$ cat src/rtl/det_sched_pkg.sv
// Shared types for the round-robin sequence-detector scheduler.
package det_sched_pkg;

  typedef enum logic [2:0] {
    S_IDLE,
    S_CLR,
    S_STREAM,
    S_DRAIN,
    S_DONE
  } sched_state_e;

  // Index width that stays legal (>=1 bit) for a single requester.
  function automatic int idx_w(input int n);
    return (n <= 1) ? 1 : $clog2(n);
  endfunction

endpackage

$ cat src/rtl/rr_arbiter.sv
// Combinational round-robin priority pick: first set req bit at or above ptr, with wrap.
module rr_arbiter
  import det_sched_pkg::*;
#(
  parameter  int N_REQ = 4,
  localparam int IDX_W = idx_w(N_REQ)
) (
  input  logic [N_REQ-1:0] req,
  input  logic [IDX_W-1:0] ptr,
  output logic [N_REQ-1:0] gnt,
  output logic [IDX_W-1:0] idx,
  output logic             any_req
);

  always_comb begin
    logic found;
    int   c;
    gnt     = '0;
    idx     = '0;
    any_req = |req;
    found   = 1'b0;
    c       = 0;
    for (int i = 0; i < N_REQ; i++) begin
      c = int'(ptr) + i;
      if (c >= N_REQ) c = c - N_REQ;
      if (!found && req[c]) begin
        found  = 1'b1;
        idx    = c[IDX_W-1:0];
        gnt[c] = 1'b1;
      end
    end
  end

endmodule

$ cat src/rtl/det_rr_scheduler.sv
// Time-shares one serial sequence detector among N_REQ lanes, one frame per grant.
// Optional DET_SCHED_ABORT_EN: dropping req[owner] mid-stream ends the frame early with abort.
module det_rr_scheduler
  import det_sched_pkg::*;
#(
  parameter  int N_REQ     = 4,
  parameter  int FRAME_LEN = 8,
  parameter  int CNT_W     = 10,
  localparam int IDX_W     = idx_w(N_REQ)
) (
  input  logic                   clk,
  input  logic                   rst,
  input  logic [N_REQ-1:0]       req,
  input  logic [N_REQ-1:0]       bit_in,
  output logic [N_REQ-1:0]       grant,
  output logic [IDX_W-1:0]       owner,
  output logic                   busy,
  output logic                   det_clr,
  output logic                   det_x,
  input  logic                   det_y,
  output logic                   frame_done,
  output logic                   abort,
  output logic [N_REQ*CNT_W-1:0] user_cnt
);

  sched_state_e     state_q, state_d;
  logic [IDX_W-1:0] owner_q, owner_d;
  logic [IDX_W-1:0] rr_ptr_q, rr_ptr_d;
  logic [N_REQ-1:0] grant_q, grant_d;
  logic [7:0]       bit_cnt_q, bit_cnt_d;
  logic             cnt_inc;

  logic [N_REQ-1:0] arb_gnt;
  logic [IDX_W-1:0] arb_idx;
  logic             arb_any;

`ifdef DET_SCHED_ABORT_EN
  logic aborted_q, aborted_d;
`endif

  rr_arbiter #(.N_REQ(N_REQ)) u_arb (
    .req     (req),
    .ptr     (rr_ptr_q),
    .gnt     (arb_gnt),
    .idx     (arb_idx),
    .any_req (arb_any)
  );

  always_comb begin
    state_d    = state_q;
    owner_d    = owner_q;
    rr_ptr_d   = rr_ptr_q;
    grant_d    = grant_q;
    bit_cnt_d  = bit_cnt_q;
    det_clr    = 1'b0;
    det_x      = 1'b0;
    frame_done = 1'b0;
    abort      = 1'b0;
    cnt_inc    = 1'b0;
`ifdef DET_SCHED_ABORT_EN
    aborted_d  = aborted_q;
`endif
    case (state_q)
      S_IDLE: begin
        if (arb_any) begin
          owner_d = arb_idx;
          grant_d = arb_gnt;
          state_d = S_CLR;
`ifdef DET_SCHED_ABORT_EN
          aborted_d = 1'b0;
`endif
        end
      end
      S_CLR: begin
        det_clr   = 1'b1;
        bit_cnt_d = '0;
        state_d   = S_STREAM;
      end
      S_STREAM: begin
        det_x     = bit_in[owner_q];
        bit_cnt_d = bit_cnt_q + 8'd1;
        // det_y lags det_x by one cycle, so the first stream cycle carries nothing of ours
        cnt_inc   = det_y && (bit_cnt_q != 8'd0);
        if (bit_cnt_q == 8'(FRAME_LEN - 1)) state_d = S_DRAIN;
`ifdef DET_SCHED_ABORT_EN
        if (!req[owner_q]) begin
          state_d   = S_DONE;
          aborted_d = 1'b1;
          cnt_inc   = 1'b0;
        end
`endif
      end
      S_DRAIN: begin
        cnt_inc = det_y;
        state_d = S_DONE;
      end
      S_DONE: begin
        frame_done = 1'b1;
        grant_d    = '0;
        rr_ptr_d   = (owner_q == IDX_W'(N_REQ - 1)) ? '0 : owner_q + IDX_W'(1);
        state_d    = S_IDLE;
`ifdef DET_SCHED_ABORT_EN
        abort      = aborted_q;
`endif
      end
      default: state_d = S_IDLE;
    endcase
  end

  always_ff @(posedge clk or posedge rst) begin
    if (rst) begin
      state_q   <= S_IDLE;
      owner_q   <= '0;
      rr_ptr_q  <= '0;
      grant_q   <= '0;
      bit_cnt_q <= '0;
`ifdef DET_SCHED_ABORT_EN
      aborted_q <= 1'b0;
`endif
    end else begin
      state_q   <= state_d;
      owner_q   <= owner_d;
      rr_ptr_q  <= rr_ptr_d;
      grant_q   <= grant_d;
      bit_cnt_q <= bit_cnt_d;
`ifdef DET_SCHED_ABORT_EN
      aborted_q <= aborted_d;
`endif
    end
  end

  for (genvar i = 0; i < N_REQ; i++) begin : g_cnt
    logic [CNT_W-1:0] cnt_q, cnt_d;

    always_comb begin
      cnt_d = cnt_q;
      if (cnt_inc && (owner_q == IDX_W'(i)) && (cnt_q != {CNT_W{1'b1}}))
        cnt_d = cnt_q + CNT_W'(1);
    end

    always_ff @(posedge clk or posedge rst) begin
      if (rst) cnt_q <= '0;
      else     cnt_q <= cnt_d;
    end

    assign user_cnt[i*CNT_W +: CNT_W] = cnt_q;
  end

  assign grant = grant_q;
  assign owner = owner_q;
  assign busy  = (state_q != S_IDLE);

endmodule

$ cat config.mk
export PLATFORM = sky130hd
export DESIGN_NAME = det_rr_scheduler
export DESIGN_NICKNAME = d
export VERILOG_FILES = /design/src/rtl/det_sched_pkg.sv /design/src/rtl/rr_arbiter.sv /design/src/rtl/det_rr_scheduler.sv
export SDC_FILE = /design/constraint.sdc
export NUM_CORES = 1
export LEC_CHECK = 0
export BUFFER_PORTS_ARGS = -buffer_cell sky130_fd_sc_hd__buf_4
export CAP_MARGIN = 5
export CORE_UTILIZATION = 35
export CTS_CLUSTER_DIAMETER = 120
export DETAILED_ROUTE_END_ITERATION = 12
export GPL_TIMING_DRIVEN = 1
export PLACE_DENSITY = 0.58
export SYNTH_ARGS = -nofsm -noshare
export SYNTH_HDL_FRONTEND = slang
export SYNTH_HIERARCHICAL = 1
export SYNTH_SLANG_ARGS = --single-unit
$ cat constraint.sdc
create_clock -name clk -period 2.7 [get_ports clk]
set_input_delay 0.135 -clock clk [delete_from_list [all_inputs] [get_ports clk]]
set_output_delay 0.135 -clock clk [all_outputs]
set_load 0.05 [all_outputs]
# After elaboration in Yosys (flattened, before gate mapping)
# Cells that the tools add are included.
# op_classes
eq_ne	14
magnitude_cmp	13
n_reduce_logical	29
addsub	13
muxes	48
bitwise	3
# op_table
cell	count
greater-or-equal comparator 32 x 1 -> 1 bit, second input constant	4
< comparator 32 x 4 -> 1 bit, second input constant	4
2-to-1 mux 32 bit	4
greater-or-equal comparator 32 x 4 -> 1 bit, second input constant	3
subtractor 32 x 4 -> 32 bit, second input constant	3
adder 10 x 1 -> 10 bit, second input constant	4
!= test 10 bit, second input constant	4
2-to-1 mux 4 bit	5
2-to-1 mux 1 bit	19
logical AND 1 bit	16
one-hot mux 8 bit (2 select lines)	1
OR 4 bit	3
one-hot mux 3 bit (4 select lines)	1
binary-select mux 1 bit (select 2 bit)	5
2-to-1 mux 2 bit	5
adder 8 x 1 -> 8 bit, second input constant	1
demux 1 bit (select 2 bit)	4
equality test 8 x 3 -> 1 bit, second input constant	1
one-hot mux 4 bit (2 select lines)	1
nonzero test 8 bit	1
adder 2 x 2 -> 3 bit, second input constant	2
equality test 3 x 2 -> 1 bit, second input constant	2
2-to-1 mux 3 bit	2
AND reduction 2 bit	3
other kinds (17)	22
# totals
regBits	59
out_inout_bits	51

# Logic depth before layout (Yosys ltp)
# Gate-level depths: netlist (run 1).
# depth
depth_word	17
mapped_depth	12
ltp_nobuf	10

# Hierarchy
# The synthesis (run 1) kept the hierarchy.
# modules_own_cells
mod	cells_per_inst	instances	area_per_inst_um2
det_rr_scheduler	289	1	3059.2
rr_arbiter	54	1	483.0

# Worst setup path before layout (run 1)
# No wires, ideal clock.
# synth_timing
path_type	reg-to-reg
from	register rr_ptr_q[1]
to	register grant_q[3] (netlist: grant[3])
slack_ps	423
n_path_buf	2
t_required_ps	2617
arrival_time_ps	2195
stages_incl_launch_ff	12
path_cell_list	dfrtp_1 > clkbuf_2 > inv_1 > ha_1 > buf_4 > mux4_2 > nor2b_4 > a22oi_1 > o21ai_0 > and3_1 > a21oi_1 > o21ai_0
# synth_between
elab_chain_cells	17
word_cells_on_any_way	65
# synth_lines
item	line_no	rtl
from (decl)	det_rr_scheduler.sv:28	logic [IDX_W-1:0] rr_ptr_q, rr_ptr_d;
from (signal assigned)	det_rr_scheduler.sv:123	rr_ptr_q <= rr_ptr_d;
branches (longest 14 deep; another with subtractor 32 x 4 -> 32 bit)	-	
2-to-1 mux 4 bit *	rr_arbiter.sv:26	if (!found && req[c]) begin
net arb_gnt[3]	det_rr_scheduler.sv:33	logic [N_REQ-1:0] arb_gnt;
2-to-1 mux 4 bit *	det_rr_scheduler.sv:65	if (arb_any) begin
one-hot mux 4 bit (2 select lines) *	det_rr_scheduler.sv:63	case (state_q)
to (signal assigned)	det_rr_scheduler.sv:124	grant_q <= grant_d;
to (decl)	det_rr_scheduler.sv:29	logic [N_REQ-1:0] grant_q, grant_d;
# Mark *: on every way through the listed nets, which the timed path passes. The select of a mux whose other input is x is not followed.
# A chain may end at the register's enable or synchronous reset.

# Worst setup path in the final report (run 1)
# Ends and elaborated chain as after synthesis.

==> impl_metrics.csv, run 1 <==
group,metric,value,unit
outcome,status,"finished clean",
floorplanning,core,9770,sq um
routing,drt_iter0_drc,96,
synthesis,mappedNetlistArea,3540,sq um
place,post-dp-hpwl,5370,microns
pwr,p_leak,2.07,nW
critical_path,r2r_start,"rr_ptr_q[1]",
critical_path,path_max_fanout,8,
finish,layout.nets,441,
critical_path,timing.rr.end,"grant[3]",
routing,routedWlPerCell,13.6,microns
finish,multi_input_comb_area,1940,sq um
global_route,use_met2,21.7,%
clock_network,clkSinkCount,59,
pwr,sw_frac_of_total,45.6,%
critical_path,criticalPathCategory,"reg2reg",
sta,fin_hold_ws,0.331,ns
clock_network,post_cts_resized,0,
clock_network,clk_path_buf_depth,2,
sta,hold_viol,0,
pwr,p_int,2.26,mW
synthesis,ys_seq_area_share,41.7,%
finish,area_growth,22.9,%
routing,drc,0,
critical_path,crit_required,2.95,ns
sta,period_minus_slack,2.24,ns
floorplanning,ios,62,
critical_path,critPathLaunch,"rr_ptr_q[1]",
pwr,clkPwrFrac,19.2,%
floorplanning,dieWidth,103,microns
place,place_inst,533,
place,place.gp.congestion,0.865,
routing,via_per_inst,5.18,
finish,antenna_cells,0,
finish,drive_above_1_share,26.4,%
sta,fmax,0.446,GHz
finish,final_common_cell,"buf_4",
sta,setup_viol,0,
floorplanning,num_rows,36,
floorplanning,start_util,36.2,%
synthesis,avgSynthCellArea,10.3,sq um
clock_network,cts_tree,"done",
global_route,grt_usage,15.0,%
critical_path,arrival,2.49,ns
floorplanning,design.die.area,10500,sq um
sta,worst_pin_slew,0.585,ns
pwr,ir_worst_vdd,0.534,mV
sta,rsz0062_at_grt,"false",
synthesis,ys_seq_elements,59,
worst_hold_path,hp-start,"det_y",
synthesis,synth_edf_count,0,
finish,regArea,1480,sq um
clock_network,clk_pin_slew,0.07,ns
routing,ant_nets,0,
sta,fin_skew,0.00763,ns
clock_network,root_buffer,"clkbuf_8",
finish,nFillCells,944,
clock_network,insertion_delay,0.33,ns
routing,vias,2849,
pwr,p_comb_share,49.1,%
pwr,powerDensity,953,nW/um^2
sta,setup_tns,0,ns
sta,slew-limit-headroom,60.9,%
synthesis,synth-async-reset-ratio,100,%
finish,postLayoutCellArea,4350,sq um
global_route,grt_use_met3,3.86,%
critical_path,r2r_slack,0.46,ns
global_route,grt_max_degree,29,
pwr,p_seq_share,31.8,%
worst_hold_path,worstHoldPathCells,5,
sta,slew_violations,0,
routing,wl,7490,microns
synthesis,ys.flop_type,"dfrtp_1",
global_route,grt_pass1_vias,2565,
synthesis,synth_warnings,6,
sta,min_period_over_period,83.1,%
critical_path,r2r_cells,9,
global_route,grt_pass1_wl,12500,microns
place,io_buffers,60,
floorplanning,die_h,103,microns
global_route,gr-total-overflow,0,
critical_path,cp-end-kind,"flop",
synthesis,synth_cell_types,59,
pwr,netSwitchingPower,1.89,mW
clock_network,cts.htree.levels,3,
worst_hold_path,min_path_type,"in2reg",
critical_path,start_kind,"flop",
finish,final_cell_mix,"67 x buf_4, 59 x dfrtp_1, 27 x o21ai_0",
clock_network,cts_buffers,9,
worst_hold_path,hold_end,"g_cnt[3].cnt_q[4]",
synthesis,synthesis.nets,372,
global_route,met1_usage,22.1,%
place,dpl_cell_area,4150,sq um
synthesis,synthCells,343,
run,maxCapViolations,0,
finish,fin_util,44.5,%
routing,firstDrtPassIters,4,
global_route,grt_most_used_layer,"met1",
finish,fin_cells,550,
global_route,antenna_found_initial,0,
==> synth_stat cells, types with 4 or more instances <==
| cell type | instances | area [sq um] |
|---|---|---|
| a21oi_1 | 5 | 25.0 |
| a22oi_1 | 8 | 60.1 |
| and2_1 | 6 | 37.5 |
| and3_1 | 12 | 75.1 |
| and4_1 | 5 | 43.8 |
| clkbuf_1 | 5 | 18.8 |
| dfrtp_1 | 59 | 1480 |
| ha_1 | 18 | 225 |
| inv_1 | 17 | 63.8 |
| mux2_2 | 6 | 67.6 |
| mux4_2 | 4 | 90.1 |
| nand2_1 | 23 | 86.3 |
| nand3_1 | 14 | 70.1 |
| nand4_1 | 18 | 113 |
| nor2_1 | 8 | 30.0 |
| nor3_1 | 9 | 45.0 |
| nor3b_1 | 4 | 30.0 |
| nor4_1 | 6 | 37.5 |
| o21ai_0 | 27 | 135 |
| xnor2_1 | 18 | 158 |
| xor2_1 | 14 | 123 |
==> through the flow <==
stage | setup slack, ns | power, mW
finish | 0.457 | 4.15
global placement | 0.544 | 3.35
global route | 0.252 | 4.45
CTS | 0.463 | 4.19
floorplan | 0.423 | 2.84
detailed placement | 0.475 | 3.37
==> timing repair <==
item                      CTS  global route
hold buffers                1             0
hold endpoints to repair   26             0
setup buffers               0             0
==> cells by family (layout without fill, tap and decap cells) <==
group,after synthesis,in the layout,share of synthesized area (%)
mux,16,16,6.82
flops,59,59,41.7
compound gates,55,55,10.1
xor+xnor,32,32,7.91
fa+ha+maj,18,18,6.36
buf+inv,27,101,3.53
simple gates,135,135,23.5
other cells,1,1,0.106
==> cell type report <==
| cell class | instances | area share [%] |
|---|---|---|
| Clock buffer | 11 | 3.25 |
| Clock inverter | 5 | 1.21 |
| Inverter | 17 | 1.47 |
| Multi-Input combinational cell | 257 | 44.6 |
| Sequential cell | 59 | 33.9 |
| Tap cell | 133 | 3.82 |
| Timing Repair Buffer | 68 | 11.8 |
==> per-layer routing <==
metal  routed length [microns]  part of all wire [%]
met1                      3860                    51
met2                      3220                    43
met3                       353                   4.7
met4                        59                  0.79
met5                         0                     0
==> sequential cells by signal, indices dropped and copies added (netlist names) <==
signal	cells
bit_cnt_q	8
g_cnt.cnt_q	40
grant	4
owner	2
rr_ptr_q	2
state_q	3
==> worst max-delay path, cell delays in order (launching register included) <==
cell     delay, ns
dfrtp_1       0.35
inv_1         0.09
ha_1          0.43
mux4_2        0.47
nor2b_4       0.22
a22oi_1       0.09
o21ai_0       0.15
and3_1        0.17
a21oi_1       0.04
o21ai_0       0.16
==> how the worst max path moves through the flow <==
stage	endpoint	slack (ns)	depth (start not counted)
finish	grant[3]	0.46	9
global route	grant[2]	0.25	9
CTS	grant[3]	0.46	9
detailed placement	grant[1]	0.48	9
global placement	grant[3]	0.54	9
floorplan	grant[3]	0.42	11
==> power groups by stage <==
| stage | clock [mW] | combinational, mW | sequential [mW] |
|---|---|---|---|
| floorplan | 0 | 1.17 | 1.66 |
| global placement | 0 | 2.02 | 1.33 |
| detailed placement | 0 | 2.04 | 1.33 |
| CTS | 0.823 | 2.05 | 1.32 |
| global route | 0.860 | 2.24 | 1.36 |
| finish | 0.796 | 2.04 | 1.32 |
No activity file was read; power rests on OpenSTA's default activity.
==> run 2: changes to the inputs <==
Clock period 2.7 ns to 2.3 ns, I/O delays scaled along.
==> run 2 against run 1 <==
Compared with the run above: register-to-register slack got worse by 0.32 ns; setup slack got worse by 0.32 ns; largest power group unchanged; clock skew increased by 0.0027 ns; clock power increased by 44%; cell area increased by 2.8%; combinational power increased by 23%; non-clock buffer count increased by 8; global-route usage increased by 0.68 points.
==> impl_metrics.csv, run 2 (same netlist as run 1, synthesis figures left out) <==
group,metric,value,unit
routing,drt_iter0_drc,82,
place,place_inst,539,
pwr,p_comb_share,48.4,%
pwr,ir_worst_vdd,0.607,mV
sta,setup_viol,0,
critical_path,cp-end-kind,"flop",
critical_path,r2r_cells,9,
critical_path,crit_required,2.51,ns
sta,period_minus_slack,2.16,ns
sta,fin_skew,0.0103,ns
global_route,grt_pass1_wl,12900,microns
critical_path,path_delay_family,"compound AO/OA/AOI/OAI gates",
clock_network,insertion_delay,0.34,ns
sta,hold_viol,0,
place,place.gp.congestion,0.838,
global_route,grt_usage,15.7,%
finish,antenna_cells,0,
critical_path,cp_num_cells,9,
finish,area_growth,26.4,%
sta,slew_violations,0,
finish,regArea,1480,sq um
finish,layout.nets,449,
pwr,total_power,5.19,mW
global_route,antenna_found_initial,0,
clock_network,clk_pin_slew,0.07,ns
sta,fmax,0.462,GHz
critical_path,path_buf_inv,2,
critical_path,crit_slowest_cell,"dfrtp_1",
finish,drive_above_1_share,28.0,%
pwr,clkPwrFrac,22.1,%
critical_path,arrival,2.37,ns
worst_hold_path,worstHoldPathCells,5,
pwr,p_seq_share,29.5,%
floorplanning,dieWidth,103,microns
global_route,grt_max_degree,38,
pwr,powerDensity,1160,nW/um^2
place,io_buffers,60,
global_route,grt_pass1_vias,2693,
place,dp_slack,0.117,ns
routing,ant_nets,0,
sta,timing.final.ws_setup,0.137,ns
floorplanning,start_util,36.2,%
outcome,status,"finished clean",
clock_network,root_buffer,"clkbuf_8",
clock_network,cts_tree,"done",
sta,worst_pin_slew,0.807,ns
finish,final_cell_mix,"74 x buf_4, 59 x dfrtp_1, 24 x o21ai_0",
floorplanning,design.die.area,10500,sq um
finish,final_common_cell,"buf_4",
clock_network,cts.htree.levels,3,
clock_network,cts_buffers,9,
place,post-dp-hpwl,5440,microns
finish,fin_cells,558,
floorplanning,die_h,103,microns
sta,min_period_over_period,94.1,%
routing,drc,0,
floorplanning,ios,62,
finish,nFillCells,952,
finish,largest-register,"g_cnt.cnt_q",
clock_network,clkSinkCount,59,
finish,largest_register_ffs,40,
routing,vias,2872,
pwr,p_int,2.96,mW
pwr,sw_frac_of_total,43.0,%
sta,setup_tns,0,ns
routing,routedWlPerCell,13.5,microns
finish,multi_input_comb_area,1950,sq um
floorplanning,num_rows,36,
clock_network,clk_path_buf_depth,2,
floorplanning,core,9770,sq um
run,maxCapViolations,0,
critical_path,start_kind,"flop",
global_route,gr-total-overflow,0,
finish,fin_util,45.8,%
routing,via_per_inst,5.15,
worst_hold_path,min_path_type,"in2reg",
critical_path,criticalPathCategory,"reg2reg",
sta,slew-limit-headroom,46.1,%
routing,firstDrtPassIters,4,
critical_path,crit_chain,"inv_1, ha_4, mux4_2, buf_4, a22oi_1, o21ai_0, and3_1, a21oi_1, o21ai_1",
pwr,netSwitchingPower,2.23,mW
pwr,p_leak,2.14,nW
routing,wl,7520,microns
critical_path,path_max_fanout,7,
critical_path,cpPeakStageDelay,0.40,ns
[run 2: cell count changes in the layout (fill, tap and decap cells not counted), sizes merged]
cell      change
buf           +8
clkinvlp      -1
clkinv        -1
bufinv        +2
[run 2: metrics by stage]
stage,hold WS [ns],instance area [sq um]
after floorplan,0.450,3540
after global placement,0.336,4200
after detailed placement,0.344,4200
after CTS,0.309,4450
after global routing,0.356,4480
final,0.324,4480
[run 2: final cells by class]
| class | count | area share (%) |
|---|---|---|
| Multi-Input combinational cell | 257 | 43.6 |
| Clock inverter | 5 | 2.24 |
| Tap cell | 133 | 3.72 |
| Inverter | 17 | 1.42 |
| Timing Repair Buffer | 76 | 12.9 |
| Clock buffer | 11 | 3.16 |
| Sequential cell | 59 | 33.0 |
[run 2: path summary, 6_finish.rpt]
check | slack, ns | start | endpoint
setup / recovery | 0.14 | rr_ptr_q[0] | grant[1]
hold / removal | 0.32 | det_y | g_cnt[3].cnt_q[4]
setup reg to reg | 0.14 | rr_ptr_q[0] | grant[1]
hold reg to reg | 0.50 | g_cnt[2].cnt_q[7] | g_cnt[2].cnt_q[7]
max in group asynchronous | 1.11 | rst | grant[1]
min in group asynchronous | 0.49 | rst | g_cnt[3].cnt_q[9]
[run 2: tightest hold or removal path: stages]
cell,delay [ns]
buf_4,0.13
nand4b_1,0.13
a21oi_2,0.10
nand3_1,0.09
xnor2_1,0.06
[run 2: power groups by stage]
stage	Clock [mW]	Sequential, mW	Combinational, mW
after floorplan	0	1.95	1.38
final	1.15	1.53	2.51
after CTS	1.19	1.53	2.46
after global routing	1.24	1.57	2.75
after detailed placement	0	1.55	2.45
after global placement	0	1.54	2.44
[run 2: layer usage]
layer,wire length (microns),vias up,part of all wire [%],GRT usage (%)
li1,-,1415,-,-
met1,3650,1385,49,21.1
met2,3470,61,46,24.8
met3,289,11,3.8,3.59
met4,110,0,1.5,5.27
met5,0,-,0,0
[run 2: repair_timing]
item / CTS / global route
endpoints found under the setup margin: 0 / 4
buffers inserted: 0 / 2
resized for setup: 0 / 6
hold buffers: 1 / 0
endpoints found under the hold margin: 35 / 0
==> run 3: changes to the inputs <==
Settings changed: RECOVER_POWER from default to 50.
==> run 3 against run 2 <==
Compared with the run above: final cell count unchanged; combinational power is 4% lower; cell area is 4.0% lower; utilization shrank 1.8 points; clock skew is 0.0011 ns lower; sequential share of layout area increased by 1.4 points; register-to-register slack is essentially flat; via count up 0.10%; wire length rose by 0.93%; largest cell class unchanged.
==> impl_metrics.csv, run 3 (same netlist as run 1, synthesis figures left out) <==
group,metric,value,unit
outcome,status,"finished clean",
routing,drc,0,
critical_path,path_max_fanout,7,
critical_path,start_kind,"flop",
pwr,sw_frac_of_total,44.1,%
clock_network,clk_pin_slew,0.07,ns
global_route,gr-total-overflow,0,
routing,firstDrtPassIters,4,
pwr,p_seq_share,30.1,%
sta,timing.final.ws_setup,0.142,ns
clock_network,insertion_delay,0.34,ns
sta,setup_tns,0,ns
clock_network,clkSinkCount,59,
pwr,p_comb_share,47.2,%
worst_hold_path,hold_end,"g_cnt[0].cnt_q[7]",
finish,largest-register,"g_cnt.cnt_q",
floorplanning,dieWidth,103,microns
sta,slew-limit-headroom,3.10,%
pwr,netSwitchingPower,2.24,mW
sta,fin_skew,0.00921,ns
clock_network,root_buffer,"clkbuf_8",
critical_path,crit_required,2.51,ns
sta,slew_violations,0,
floorplanning,design.die.area,10500,sq um
routing,drt_iter0_drc,81,
sta,hold_viol,0,
run,maxCapViolations,0,
finish,final_common_cell,"dfrtp_1",
clock_network,cts_tree,"done",
global_route,grt_usage,15.7,%
floorplanning,ios,62,
critical_path,cp-end-kind,"flop",
pwr,p_leak,1.95,nW
critical_path,r2r_slack,0.14,ns
routing,routedWlPerCell,13.6,microns
global_route,antenna_found_initial,0,
sta,min_period_over_period,93.8,%
place,dpl_cell_area,4200,sq um
worst_hold_path,hp-start,"det_y",
worst_hold_path,worstHoldPathCells,5,
place,io_buffers,60,
pwr,ir_worst_vdd,0.574,mV
routing,ant_nets,0,
critical_path,arrival,2.37,ns
place,place.gp.congestion,0.838,
place,dp_slack,0.117,ns
global_route,grt_pass1_vias,2693,
pwr,p_int,2.84,mW
sta,fmax,0.463,GHz
finish,largest_register_ffs,40,
floorplanning,num_rows,36,
critical_path,criticalPathCategory,"reg2reg",
sta,worst_pin_slew,1.45,ns
clock_network,clk_path_buf_depth,2,
worst_hold_path,min_path_type,"in2reg",
finish,layout.nets,449,
clock_network,cts.htree.levels,3,
routing,via_per_inst,5.15,
floorplanning,core,9770,sq um
routing,wl,7590,microns
finish,antenna_cells,0,
sta,setup_viol,0,
critical_path,r2r_start,"rr_ptr_q[0]",
floorplanning,start_util,36.2,%
routing,vias,2875,
sta,period_minus_slack,2.16,ns
pwr,clkPwrFrac,22.7,%
global_route,grt_pass1_wl,12900,microns
finish,final_cell_mix,"59 x dfrtp_1, 48 x clkbuf_1, 25 x buf_4",
clock_network,cts_buffers,9,
critical_path,r2r_cells,9,
pwr,powerDensity,1180,nW/um^2
critical_path,timing.rr.end,"grant[1]",
finish,postLayoutCellArea,4300,sq um
global_route,grt_max_degree,38,
floorplanning,die_h,103,microns
finish,drive_above_1_share,16.7,%
finish,area_growth,21.4,%
place,post-dp-hpwl,5440,microns
## run 3: cell count changes in the layout (fill, tap and decap cells not counted)
cell,delta
inv_2,-1
clkbuf_2,+1
clkbuf_4,+1
clkbuf_1,+47
buf_4,-49
inv_1,+1
## run 3: what timing repair did
| item | 4_1_cts | 5_1_grt |
|---|---|---|
| resized for setup | 0 | 6 |
| hold buffers | 1 | 0 |
| setup endpoints to repair | 0 | 4 |
| setup buffers | 0 | 2 |
| endpoints found under the hold margin | 35 | 0 |
## run 3: metrics by stage
step	utilization (%)	hold slack, ns	power [mW]	instances
3_5_place_dp	42.9	0.344	3.99	539
6_report	44.0	0.323	5.08	558
2_1_floorplan	-	0.450	3.33	343
4_1_cts	45.5	0.309	5.18	556
3_3_place_gp	42.9	0.336	3.98	539
5_1_grt	44.0	0.356	5.43	558
## run 3: worst max-delay path: stages (launching register included)
cell	delay [ns]
dfrtp_1	0.40
inv_1	0.17
ha_4	0.26
mux4_2	0.39
buf_4	0.19
a22oi_1	0.17
o21ai_0	0.09
and3_1	0.16
a21oi_1	0.12
o21ai_1	0.07
## run 3: layout make-up
class	count	area [sq um]
inverter	17	63.8
clock buffer	11	141
sequential	59	1480
fill	992	5480
clock inverter	5	100
multi-input combinational	257	1950
timing repair buffer	76	398
tap	133	166
## run 3: power groups by stage
stage	clock network, mW	logic [mW]	registers [mW]
after CTS	1.19	2.46	1.53
after floorplan	0	1.38	1.95
after detailed placement	0	2.45	1.55
after global placement	0	2.44	1.54
after global routing	1.24	2.63	1.57
final	1.15	2.40	1.53
## run 3: worst max path at each step
stage	from	end
after floorplan	rr_ptr_q[1]	grant[3]
after global placement	rr_ptr_q[0]	grant[3]
after detailed placement	rr_ptr_q[0]	grant[1]
after CTS	rr_ptr_q[0]	grant[1]
after global routing	rr_ptr_q[0]	grant[1]
final	rr_ptr_q[0]	grant[1]
## run 3: routing by layer
metal	GRT usage, %	vias to the layer above	part of all wire, %
met4	5.27	0	1.5
met1	21.1	1385	49
li1	-	1412	-
met3	3.59	13	3.9
met2	24.8	65	45
met5	0	-	0
